--- src/rtl/chnl_tx_arb.sv ---
// Round-robin arbiter that shares one CHNL transmitter among N producer streams.
// Each grant emits PAYLOAD data beats from one source followed by a trailer beat.
module chnl_tx_arb #(
    parameter int N         = 4,
    parameter int TX_WIDTH  = 32,
    parameter int PAYLOAD   = 7,
    parameter int MAX_STALL = 64
) (
    input  logic                    clk,
    input  logic                    rst_n,
    input  logic [N-1:0]            s_val,
    output logic [N-1:0]            s_rdy,
    input  logic [N*TX_WIDTH-1:0]   s_data,
    output logic                    o_val,
    input  logic                    o_rdy,
    output logic [TX_WIDTH-1:0]     o_data,
    output logic [3:0]              o_grant,
    output logic                    o_busy,
    output logic [15:0]             pad_cnt
);

    localparam int IW         = (N > 1) ? $clog2(N) : 1;
    localparam int SW         = (MAX_STALL > 0) ? $clog2(MAX_STALL + 1) : 1;
    localparam int STALL_LAST = (MAX_STALL > 0) ? MAX_STALL - 1 : 0;

    localparam logic [1:0] S_ARB   = 2'd0;
    localparam logic [1:0] S_DATA  = 2'd1;
    localparam logic [1:0] S_PAD   = 2'd2;
    localparam logic [1:0] S_TRAIL = 2'd3;

    logic [1:0]          state_reg;
    logic [IW-1:0]       g_reg;
    logic [IW-1:0]       last_reg;
    logic [7:0]          beat_cnt_reg;
    logic [7:0]          vcnt_reg;
    logic [SW-1:0]       stall_cnt_reg;
    logic [15:0]         pad_cnt_reg;
    logic [7:0]          seq_reg [N];
    logic [TX_WIDTH-1:0] src_data [N];

    logic                arb_hit;
    logic [IW-1:0]       arb_idx;
    logic [IW-1:0]       cand;
    logic                xfer;
    logic                last_beat;
    logic                trail_done;
    logic [31:0]         trail_word;

    genvar gi;
    generate
        for (gi = 0; gi < N; gi++) begin : g_src
            assign src_data[gi] = s_data[gi*TX_WIDTH +: TX_WIDTH];
            // Zero-latency ready pass-through, only for the source owning the record
            assign s_rdy[gi]    = (state_reg == S_DATA) && (g_reg == IW'(gi)) && o_rdy;
        end
    endgenerate

    // Descending scan so the nearest requester after the last grant wins
    always_comb begin
        arb_hit = 1'b0;
        arb_idx = last_reg;
        cand    = '0;
        for (int i = N; i >= 1; i--) begin
            cand = IW'((int'(last_reg) + i) % N);
            if (s_val[cand]) begin
                arb_hit = 1'b1;
                arb_idx = cand;
            end
        end
    end

    assign trail_word = {8'hA5, seq_reg[g_reg], vcnt_reg, 4'h0, 4'(g_reg)};

    always_comb begin
        o_val  = 1'b0;
        o_data = '0;
        case (state_reg)
            S_DATA: begin
                o_val  = s_val[g_reg];
                o_data = src_data[g_reg];
            end
            S_PAD: o_val = 1'b1;
            S_TRAIL: begin
                o_val  = 1'b1;
                o_data = TX_WIDTH'(trail_word);
            end
            default: ;
        endcase
    end

    assign xfer       = o_val && o_rdy;
    assign last_beat  = (beat_cnt_reg == 8'(PAYLOAD - 1));
    assign trail_done = (state_reg == S_TRAIL) && xfer;

    always_ff @(posedge clk or negedge rst_n) begin
        if (!rst_n) begin
            state_reg     <= S_ARB;
            g_reg         <= '0;
            last_reg      <= IW'(N - 1);
            beat_cnt_reg  <= '0;
            vcnt_reg      <= '0;
            stall_cnt_reg <= '0;
            pad_cnt_reg   <= '0;
        end else begin
            case (state_reg)
                S_ARB: begin
                    if (arb_hit) begin
                        g_reg         <= arb_idx;
                        beat_cnt_reg  <= '0;
                        vcnt_reg      <= '0;
                        stall_cnt_reg <= '0;
                        state_reg     <= S_DATA;
                    end
                end
                S_DATA: begin
                    if (xfer) begin
                        beat_cnt_reg  <= beat_cnt_reg + 8'd1;
                        vcnt_reg      <= vcnt_reg + 8'd1;
                        stall_cnt_reg <= '0;
                        if (last_beat)
                            state_reg <= S_TRAIL;
                    end else if (!s_val[g_reg]) begin
                        // Back-pressure with valid data never reaches here
                        if (stall_cnt_reg != '1)
                            stall_cnt_reg <= stall_cnt_reg + 1'b1;
                        if (MAX_STALL != 0 && stall_cnt_reg == SW'(STALL_LAST))
                            state_reg <= S_PAD;
                    end
                end
                S_PAD: begin
                    if (xfer) begin
                        beat_cnt_reg <= beat_cnt_reg + 8'd1;
                        if (pad_cnt_reg != 16'hFFFF)
                            pad_cnt_reg <= pad_cnt_reg + 16'd1;
                        if (last_beat)
                            state_reg <= S_TRAIL;
                    end
                end
                default: begin
                    if (xfer) begin
                        last_reg  <= g_reg;
                        state_reg <= S_ARB;
                    end
                end
            endcase
        end
    end

    always_ff @(posedge clk or negedge rst_n) begin
        if (!rst_n) begin
            for (int k = 0; k < N; k++)
                seq_reg[k] <= '0;
        end else if (trail_done) begin
            seq_reg[g_reg] <= seq_reg[g_reg] + 8'd1;
        end
    end

    assign o_grant = 4'(last_reg);
    assign o_busy  = (state_reg != S_ARB);
    assign pad_cnt = pad_cnt_reg;

endmodule

--- config.mk ---
export PLATFORM = sky130hd
export DESIGN_NAME = chnl_tx_arb
export DESIGN_NICKNAME = d
export VERILOG_FILES = /design/src/rtl/chnl_tx_arb.sv
export SDC_FILE = /design/constraint.sdc
export NUM_CORES = 1
export LEC_CHECK = 0
export BUFFER_PORTS_ARGS = -buffer_cell sky130_fd_sc_hd__buf_4
export CAP_MARGIN = 5
export CORE_MARGIN = 4
export CORE_UTILIZATION = 45
export CTS_BUF_LIST = sky130_fd_sc_hd__clkbuf_16
export DETAILED_ROUTE_END_ITERATION = 16
export PLACE_DENSITY = 0.77
export SLEW_MARGIN = 20
export SYNTH_ARGS = -nofsm -noshare
export SYNTH_HDL_FRONTEND = slang
export SYNTH_SLANG_ARGS = --single-unit
--- constraint.sdc ---
create_clock -name clk -period 2.55 [get_ports clk]
set_clock_uncertainty 0.2 [all_clocks]
set_input_delay 0.6375 -clock clk [delete_from_list [all_inputs] [get_ports clk]]
set_output_delay 0.6375 -clock clk [all_outputs]
set_load 0.005 [all_outputs]
# Word-level counts from Yosys, hierarchy flattened

Cells that the tools add are included.

Add/sub/neg operators: 9
Equality and inequality tests: 17
Reductions and logical operators: 27
Order comparisons: 7
Multiplexer cells: 47
Bitwise logic cells: 2

Operator list:

| cell                                                                  | number |
|---|---|
| 32-bit binary-select mux with 2-bit select                            | 1 |
| 32-bit 2-to-1 mux                                                     | 2 |
| 32-bit case mux with 2 select lines                                   | 1 |
| 8-bit 2-to-1 mux                                                      | 6 |
| 32-bit bitwise mux                                                    | 1 |
| 8-bit case mux with 2 select lines                                    | 2 |
| 7-bit 2-to-1 mux                                                      | 4 |
| 8-bit by 1-bit adder with 8-bit output (second input constant)        | 3 |
| 2-bit 2-to-1 mux                                                      | 11 |
| 16-bit by 1-bit adder with 16-bit output (second input constant)      | 1 |
| 8-bit binary-select mux with 2-bit select                             | 1 |
| 8-bit demux with 2-bit select                                         | 1 |
| 16-bit inequality test (second input constant)                        | 1 |
| 2-bit by 3-bit < comparator with 1-bit output (second input constant) | 5 |
| 7-bit case mux with 2 select lines                                    | 1 |
| 1-bit logical AND                                                     | 11 |
| 1-bit binary-select mux with 2-bit select                             | 5 |
| 1-bit 2-to-1 mux                                                      | 9 |
| 3-bit AND reduction                                                   | 3 |
| 2-bit == test (second input constant)                                 | 4 |
| 8-bit by 3-bit == test with 1-bit output (second input constant)      | 1 |
| 7-bit by 1-bit adder with 7-bit output (second input constant)        | 1 |
| 7-bit by 6-bit == test with 1-bit output (second input constant)      | 1 |
| 7-bit inequality test (second input constant)                         | 1 |
| 21 further kinds                                                      | 32 |

Flip-flop bits (word level): 77
Output and inout port bits: 58
Input port bits: 135
Word-level logic and storage cells: 120

# Depth between registers and ports, before layout

Gate-level depths: netlist of the first run.

Depth in word-level cells: 9
Depth in mapped cells: 10
Depth with buffers taken out: 7

# Least setup slack after synthesis of the first run

OpenSTA, ideal clock, no wires.

Path type: reg-to-output
Start point: reg state_reg[1]
End point: out s_rdy[2]
Data required time: 1.712 ns
Slack: -0.065 ns
Arrival time: 1.778 ns
Cell stages (with the launch flop): 8
Cells stage by stage: dfrtp_1 > inv_1 > ha_1 > clkbuf_1 > buf_1 > clkbuf_1 > nand3_1 > nor2_1

Cells in the longest elaborated chain, start to end: 3

Ends and longest elaborated chain:

| element                                  | line | text |
|---|---|---|
| start: declaration                       | 31   | `logic [1:0] state_reg;` |
| start signal: assignment                 | 97   | `state_reg <= S_ARB;` |
| start signal: assignment                 | 112  | `state_reg <= S_DATA;` |
| start signal: assignment                 | 121  | `state_reg <= S_TRAIL;` |
| 2-bit by 1-bit == test with 1-bit output | 54   | `assign s_rdy[gi] = (state_reg == S_DATA) && (g_reg == IW'(gi)) && o_rdy;` |
| 1-bit logical AND (2 in a row)           | 54   |  |
| end: declaration                         | 12   | `output logic [N-1:0] s_rdy,` |

No other way between the ends.

# Worst setup path after layout of the first run

Start point: reg g_reg[0]
End point: out o_data[24]

Cells in the longest elaborated chain, start to end: 5

Ends and longest elaborated chain:

| element                                                | line | text |
|---|---|---|
| start: declaration                                     | 32   | `logic [IW-1:0] g_reg;` |
| start signal: assignment                               | 108  | `g_reg <= arb_idx;` |
| 2-bit inverter with 3-bit output (implied by the code) | 80   | `o_data = src_data[g_reg];` |
| 32-bit binary-select mux with 2-bit select             | 80   |  |
| 32-bit 2-to-1 mux (implied by the code) (2 in a row)   | 80   |  |
| 32-bit case mux with 2 select lines                    | 77   | `case (state_reg)` |
| end: declaration                                       | 16   | `output logic [TX_WIDTH-1:0] o_data,` |

No other way between the ends. The select of a mux whose other input is x is not followed.

==> results of run 1 <==
cell type report:
class,count,area [um2],share of cell area
sequential,77,1930,0.256
timing repair buffer,246,2080,0.275
clock inverter,7,66.3,0.00878
tap,140,175,0.0232
inverter,14,52.6,0.00696
clock buffer,9,225,0.0298
multi-input combinational,355,3020,0.400
worst max-delay path, cell delays in order, from the launching register on:
cell and delay (ps):
dfrtp_2 440, buf_12 190, buf_12 150, mux4_2 490
a21o_1 210, buf_6 120
per-stage QoR:
| stage | instances | setup TNS [ps] | instance area (um2) | hold slack, ps | worst slack (ps) |
|---|---|---|---|---|---|
| 6_report | 848 | -5460 | 7550 | 33.0 | -223 |
| 5_1_grt | 848 | -8170 | 7550 | 57.2 | -296 |
| 4_1_cts | 837 | -6240 | 7280 | 47.5 | -242 |
| 3_5_place_dp | 812 | -852 | 6840 | 266 | -153 |
| 3_3_place_gp | 812 | -263 | 6840 | 254 | -51.1 |
| 2_1_floorplan | 478 | 0 | 5050 | 142 | 16.4 |
metal layers:
| metal | routed length (um) | part of all wire |
|---|---|---|
| met1 | 6510 | 0.40 |
| met2 | 8320 | 0.51 |
| met3 | 1020 | 0.063 |
| met4 | 309 | 0.019 |
| met5 | 0 | 0 |
synth_stat cells (4+ instances only):
library cell  number  area, um2
mux4_2            40        901
nand2b_1           6       37.5
buf_2              5       25.0
nor3_1            10       50.1
xor2_1            16        140
nand3_1           20        100
buf_4              6       45.0
nor2_1            32        120
and2_1            18        113
ha_1              11        138
and3_1             8       50.1
nand2_1           45        169
nand4_1            9       56.3
buf_1              4       15.0
a21oi_1           15       75.1
a22o_1            19        166
mux2_2             7       78.8
a21o_1             7       52.6
clkbuf_1          18       67.6
o21ai_0           35        175
inv_1             14       52.6
dfrtp_1           75       1880
xnor2_1           18        158
what timing repair did:
action                                  CTS  global route
pin swaps                                 3            12
endpoints found under the setup margin   38            56
buffers inserted                          9             8
resized for setup                        22            34
cloned                                    0             3
cell families (layout without fill, tap and decap cells):
kind of cell	after synthesis	in the layout	share of synthesized area
compound gates	93	94	0.123
mux	49	49	0.202
buf+inv	47	276	0.0408
fa+ha+maj	11	11	0.0273
flops	77	77	0.383
xor+xnor	34	34	0.0591
simple gates	165	165	0.164
other cells	1	2	0.000745
power breakdown:
group          switching, W  leakage, nW  internal (W)
registers          0.000301         1.02       0.00157
clock network      0.000498        0.141      0.000752
logic               0.00214         2.37       0.00260
worst paths after layout:
path,endpoint,slack (ps),cells past startpoint
max in group asynchronous,seq_reg[20]$_DFFE_PN0P_,1510,2
worst min-delay path,pad_cnt[9]$_DFFE_PN0P_,30,1
worst max-delay path,o_data[24],-220,5
min in group clk,seq_reg[5]$_DFFE_PN0P_,280,2
worst min register to register,seq_reg[5]$_DFFE_PN0P_,280,2
worst max register to register,stall_cnt_reg[3]$_DFFE_PN0P_,-60,9
==> reports/qor.txt, run 1 <==
Status -> finished with violations
Failing checks -> negative setup slack
CTS root buf -> clkbuf_16
RSZ-0062 raised after global routing -> true
Dpl hpwl -> 11.7 mm
Clock Pin Slew Worst Setup and Hold Paths -> 60 ps
Layout cells sized above 1 -> 0.483
Max VDD drop -> 0.000584 V
Worst R2R Start -> g_reg[0]$_DFFE_PN0P_
Commonest non-fill, non-tap cell in the layout -> buf_4
Placer congestion estimate -> 0.930
Drt pass-1 iters -> 7
I/O Buffers -> 190
First-pass GRT wire length -> 24.2 mm
PD cells -> 1040 mW/mm2
Die width -> 114 um
Worst skew pair latency -> 330 ps
M1 GR Usage -> 0.309
Grt ovf -> 0
Worst setup SP type -> register
Distinct cells, synth -> 52
H-tree depth -> 3
Core area -> 0.0109 mm2
Final Cycle Share -> 1.09
Design Power -> 0.00787 W
GRT met2 Usage -> 0.405
Sequential fraction of the synthesis area -> 0.383
Filler Cell Count -> 775
Flops & latches, synth -> 77
Initial Util -> 0.462
Worst EP arrival -> 1940 ps
Die Y -> 114 um
Nets@finish -> 849
Drc violations -> 0
Final ANT Viol Nets -> 0
Total GRT Usage -> 0.234
Total number of vias -> 4,918
CTS Hold Bufs -> 0
CTS tree -> yes
Max Fclk -> 361 MHz
Slew Viols, Final -> 0
Average size of a mapped cell -> 10.6 um2
Final core utilization -> 0.694
Fin worst setup slack -> -223 ps
Data required time at the worst endpoint -> 1710 ps
Worst Hold Class -> primary input to asynchronous set/reset pin
EDFF count, synth -> 0
# rows -> 38
Largest net degree at the start of global routing -> 46
TritonCTS Buffers -> 9
Met3 Usage GRT -> 0.0292
Final setup viols -> 36
Buffer depth of the longest clock path -> 2
Vias in the first global route -> 4,769
Ports -> 193
Leak pwr -> 3.53 nW
Ys Warns -> 0
Clock Sinks -> 77
Final wirelength -> 16.2 mm
Tmin final -> 2770 ps
CP startpoint -> g_reg[0]$_DFFE_PN0P_
DR iter-0 viols -> 370
Max reg flops -> 32
Fin. Hold Viols -> 0
Max cap viols -> 0
DR WL/cell -> 19.1 um
Post-Syn Area -> 0.00503 mm2
WS Path Type -> register to primary output
ANT cells -> 0
Area delta synth->final -> 50.0%
Die footprint -> 0.0129 mm2
Max FO, Critical Path -> 13
CP Capture Type -> primary output
Vias/cell -> 5.80
Initial antenna violation count -> 0
Gr busiest metal -> met2
Commonest cells after routing, fill and taps aside -> 214 x buf_4, 71 x dfrtp_1, 45 x nand2_1
Main synth FF type -> dfrtp_1
Syn Inst Count -> 477
Synth async-reset ratio -> 1.00
No activity file was read; power rests on OpenSTA's default activity.
==> run 2: changes to the inputs <==
- BUFFER_PORTS_ARGS: -buffer_cell sky130_fd_sc_hd__buf_4 -> -buffer_cell sky130_fd_sc_hd__buf_2
==> reports/qor.txt, run 2 (synthesis results as in run 1) <==
Vias/cell -> 5.72
Cell count of the worst reg-to-reg path -> 7
Largest net degree at the start of global routing -> 78
Core area -> 0.0109 mm2
Final Cycle Share -> 1.07
Initial Util -> 0.462
Worst Hold Class -> primary input to asynchronous set/reset pin
Max Fclk -> 365 MHz
Design Power -> 0.00762 W
Area delta synth->final -> 38.4%
Die width -> 114 um
Drt pass-1 iters -> 4
Post-DP Area -> 0.00636 mm2
Layout cells sized above 1 -> 0.466
Worst setup SP type -> register
RSZ-0062 raised after global routing -> true
Worst-Margin Slew -> 507 ps
Max FO, Critical Path -> 6
Dpl hpwl -> 11.7 mm
Die footprint -> 0.0129 mm2
Initial antenna violation count -> 0
Data required time at the worst endpoint -> 1710 ps
PD cells -> 1090 mW/mm2
Status -> finished with violations
DR WL/cell -> 19.0 um
Failing checks -> negative setup slack
Final wirelength -> 15.8 mm
Fin worst setup slack -> -190 ps
Final core utilization -> 0.640
Dpl cells -> 809
Ports -> 193
Slew Viols, Final -> 0
TritonCTS Buffers -> 9
H-tree depth -> 3
CP Capture Type -> primary output
Worst EP arrival -> 1900 ps
Clock Pin Slew Worst Setup and Hold Paths -> 70 ps
Clock Sinks -> 77
Final ANT Viol Nets -> 0
Final cell count without fillers -> 836
Final setup viols -> 33
Buffer depth of the longest clock path -> 2
WS Path Type -> register to primary output
Commonest cells after routing, fill and taps aside -> 185 x buf_2, 72 x dfrtp_1, 44 x nand2_1
Total number of vias -> 4,780
Nets@finish -> 837
ANT cells -> 0
Worst skew pair latency -> 340 ps
Vias in the first global route -> 4,953
Setup TNS -> -4240 ps
Max reg flops -> 32
CTS root buf -> clkbuf_16
First-pass GRT wire length -> 24.5 mm
Max cap viols -> 0
CTS Hold Bufs -> 0
# rows -> 38
I/O Buffers -> 190
Grt ovf -> 0
Fin. Hold Viols -> 0
Commonest non-fill, non-tap cell in the layout -> buf_2
Total GRT Usage -> 0.240
Placer congestion estimate -> 0.866
Fin area -> 0.00697 mm2
Max VDD drop -> 0.000578 V
Slew HR -> 0.662
CTS tree -> yes
DR iter-0 viols -> 397
Leak pwr -> 3.35 nW
Tmin final -> 2740 ps
Die Y -> 114 um
Drc violations -> 0
-- run 2: layout make-up --
| cell class | count | area [um2] |
|---|---|---|
| Inverter | 14 | 52.6 |
| Fill cell | 840 | 3920 |
| Sequential cell | 77 | 1930 |
| Clock inverter | 7 | 97.6 |
| Multi-Input combinational cell | 354 | 3010 |
| Tap cell | 140 | 175 |
| Clock buffer | 9 | 225 |
| Timing Repair Buffer | 235 | 1470 |
-- run 2: critical path, stage by stage (launching register included) --
cell	delay (ps)
dfrtp_2	390
buf_12	130
buf_6	140
mux4_2	520
a22o_1	250
buf_2	130
-- run 2: worst paths after layout --
| path | startpoint | endpoint | slack, ps |
|---|---|---|---|
| min in group clk | seq_reg[2]$_DFFE_PN0P_ | seq_reg[2]$_DFFE_PN0P_ | 280 |
| worst min register to register | seq_reg[2]$_DFFE_PN0P_ | seq_reg[2]$_DFFE_PN0P_ | 280 |
| max in group asynchronous | rst_n | seq_reg[18]$_DFFE_PN0P_ | 1680 |
| worst max register to register | g_reg[0]$_DFFE_PN0P_ | state_reg[1]$_DFFE_PN0P_ | 10 |
| worst min-delay path | rst_n | pad_cnt[12]$_DFFE_PN0P_ | 90 |
| worst max-delay path | g_reg[0]$_DFFE_PN0P_ | o_data[20] | -190 |
-- run 2: timing repair --
item                                    in CTS  in global routing
resized for setup                           11                 34
cloned                                       1                  0
pin swaps                                   21                  8
hold endpoints to repair                     0                  0
buffers inserted                             8                  2
endpoints found under the setup margin      37                 50
-- run 2: metrics by stage --
stage / setup slack (ps) / hold slack (ps)
2_1_floorplan: 16.4 / 142
3_3_place_gp: -37.5 / 254
4_1_cts: -187 / 145
5_1_grt: -242 / 139
6_report: -190 / 91.2
3_5_place_dp: -99.5 / 266
-- run 2: power breakdown --
part | internal, W | switching [W]
registers | 0.00157 | 0.000299
clock network | 0.000862 | 0.000530
logic | 0.00225 | 0.00210
-- run 2: per-layer routing --
| metal | track usage | up-vias | share of wire |
|---|---|---|---|
| li1 | - | 2191 | - |
| met1 | 0.297 | 2358 | 0.40 |
| met2 | 0.406 | 189 | 0.50 |
| met3 | 0.0499 | 42 | 0.068 |
| met4 | 0.108 | 0 | 0.034 |
| met5 | 0 | - | 0 |
==> run 3: changes to the inputs <==
- CAP_MARGIN: 5 -> default
- PLACE_DENSITY: 0.77 -> default
- PLACE_DENSITY_LB_ADDON: default -> 0.05
==> reports/qor.txt, run 3 (synthesis results as in run 1) <==
Status -> finished with violations
Failing checks -> negative setup slack
RSZ-0062 raised after global routing -> true
Final setup viols -> 37
Switch share -> 0.382
Die footprint -> 0.0129 mm2
Cell count of the worst reg-to-reg path -> 6
Int Power -> 0.00457 W
Post-DP Area -> 0.00632 mm2
Crit-path max cell delay -> 550 ps
Total number of vias -> 4,698
Flop pwr share -> 0.260
Placer congestion estimate -> 0.834
Final ANT Viol Nets -> 0
CTS Hold Bufs -> 0
Fin. Hold Viols -> 0
CP max stage cell -> mux4_2
Clock share of power -> 0.170
Layout cells sized above 1 -> 0.476
Leak pwr -> 3.33 nW
Total GRT Usage -> 0.234
Drc violations -> 0
Die width -> 114 um
Worst setup SP type -> register
CP startpoint -> g_reg[0]$_DFFE_PN0P_
Worst hold slack -> 56.7 ps
Vias/cell -> 5.59
I/O Buffers -> 190
PD cells -> 1060 mW/mm2
Capture point of the worst path -> o_data[17]
Final Cycle Share -> 1.09
Worst skew pair latency -> 330 ps
Core area -> 0.0109 mm2
CTS root buf -> clkbuf_16
Combinational Power Share -> 0.571
Largest net degree at the start of global routing -> 33
Flop2flop setup slack -> -70 ps
Clock Sinks -> 77
Worst R2R Start -> g_reg[0]$_DFFE_PN0P_
Area delta synth->final -> 38.5%
Nets@finish -> 840
Commonest non-fill, non-tap cell in the layout -> buf_2
TritonCTS Buffers -> 9
Max VDD drop -> 0.000521 V
Design Power -> 0.00740 W
Cells along the critical path -> buf_12 -> mux4_2 -> a22o_1 -> buf_2
Die Y -> 114 um
Dpl hpwl -> 11.8 mm
WS Path Type -> register to primary output
Fin worst setup slack -> -239 ps
Worst Hold Class -> primary input to asynchronous set/reset pin
Vias in the first global route -> 4,704
Ports -> 193
Met3 Usage GRT -> 0.0419
Drt pass-1 iters -> 5
Final wirelength -> 15.5 mm
Buffer depth of the longest clock path -> 2
Data required time at the worst endpoint -> 1710 ps
Max FO, Critical Path -> 8
NetSw -> 0.00283 W
Clock Pin Slew Worst Setup and Hold Paths -> 60 ps
Worst reg2reg endpoint -> stall_cnt_reg[5]$_DFFE_PN0P_
Max cap viols -> 0
Commonest cells after routing, fill and taps aside -> 185 x buf_2, 71 x dfrtp_1, 43 x nand2_1
Max Fclk -> 359 MHz
Initial Util -> 0.462
Initial antenna violation count -> 1
GRT met2 Usage -> 0.385
# rows -> 38
Setup TNS -> -5740 ps
Worst EP arrival -> 1950 ps
Gr busiest metal -> met2
M1 GR Usage -> 0.318
Slew Viols, Final -> 0
CTS tree -> yes
H-tree depth -> 3
Fin area -> 0.00697 mm2
First-pass GRT wire length -> 24.3 mm
Grt ovf -> 0
DR WL/cell -> 18.4 um
Tmin final -> 2790 ps
DR iter-0 viols -> 261
CP Capture Type -> primary output
Max reg flops -> 32
run 3: changes by cell type in the layout (fill, tap and decap cells not counted), sizes merged:
| cell | change |
|---|---|
| clkinvlp | +3 |
| buf | +2 |
| diode | +2 |
| o2111a | +1 |
| bufinv | -1 |
| inv | -3 |
run 3: timing repair:
item                                    in CTS  in global routing
endpoints found under the setup margin      35                 71
gates resized for setup                     16                 33
gates cloned                                 3                  1
pin swaps                                   15                 15
buffers inserted                            10                  5
run 3: layout make-up:
cell class | count | area (um2)
timing repair buffer | 237 | 1470
clock buffer | 9 | 225
antenna | 2 | 5.00
inverter | 14 | 52.6
tap | 140 | 175
clock inverter | 6 | 65.1
sequential | 77 | 1940
fill | 904 | 3910
multi-input combinational | 355 | 3040
run 3: metal layers:
| layer | vias to the layer above | part of all wire |
|---|---|---|
| li1 | 2195 | - |
| met1 | 2307 | 0.42 |
| met2 | 175 | 0.49 |
| met3 | 21 | 0.072 |
| met4 | 0 | 0.018 |
| met5 | - | 0 |
run 3: critical path: cells and delay by family, from the launching register on:
kind,cells,cell delay [ps]
muxes,1,550
AOI/OAI and AO/OA,1,230
buffers and inverters,2,310
DFF,1,530
run 3: power by group through the flow:
stage	combinational, W	sequential (W)	clock (W)
detailed placement	0.00363	0.00192	0
finish	0.00422	0.00192	0.00126
global route	0.00462	0.00197	0.00134
floorplan	0.00247	0.00177	0
global placement	0.00356	0.00190	0
CTS	0.00403	0.00191	0.00128
run 3: per-stage QoR:
step / instances / setup slack [ps] / util
after detailed placement: 805 / -126 / 0.580
final: 840 / -239 / 0.641
after global placement: 805 / -62.9 / 0.580
after floorplan: 478 / 16.4 / -
after CTS: 833 / -252 / 0.627
after global routing: 839 / -283 / 0.640
run 3: worst min path at each step:
stage | start | to | slack, ps | cells after the start
final | rst_n | state_reg[0]$_DFFE_PN0P_ | 60 | 1
after global routing | rst_n | beat_cnt_reg[1]$_DFFE_PN0P_ | 80 | 1
after global placement | seq_reg[23]$_DFFE_PN0P_ | seq_reg[23]$_DFFE_PN0P_ | 260 | 2
after floorplan | rst_n | beat_cnt_reg[0]$_DFFE_PN0P_ | 140 | 0
after CTS | rst_n | state_reg[0]$_DFFE_PN0P_ | 60 | 1
after detailed placement | seq_reg[0]$_DFFE_PN0P_ | seq_reg[0]$_DFFE_PN0P_ | 270 | 2
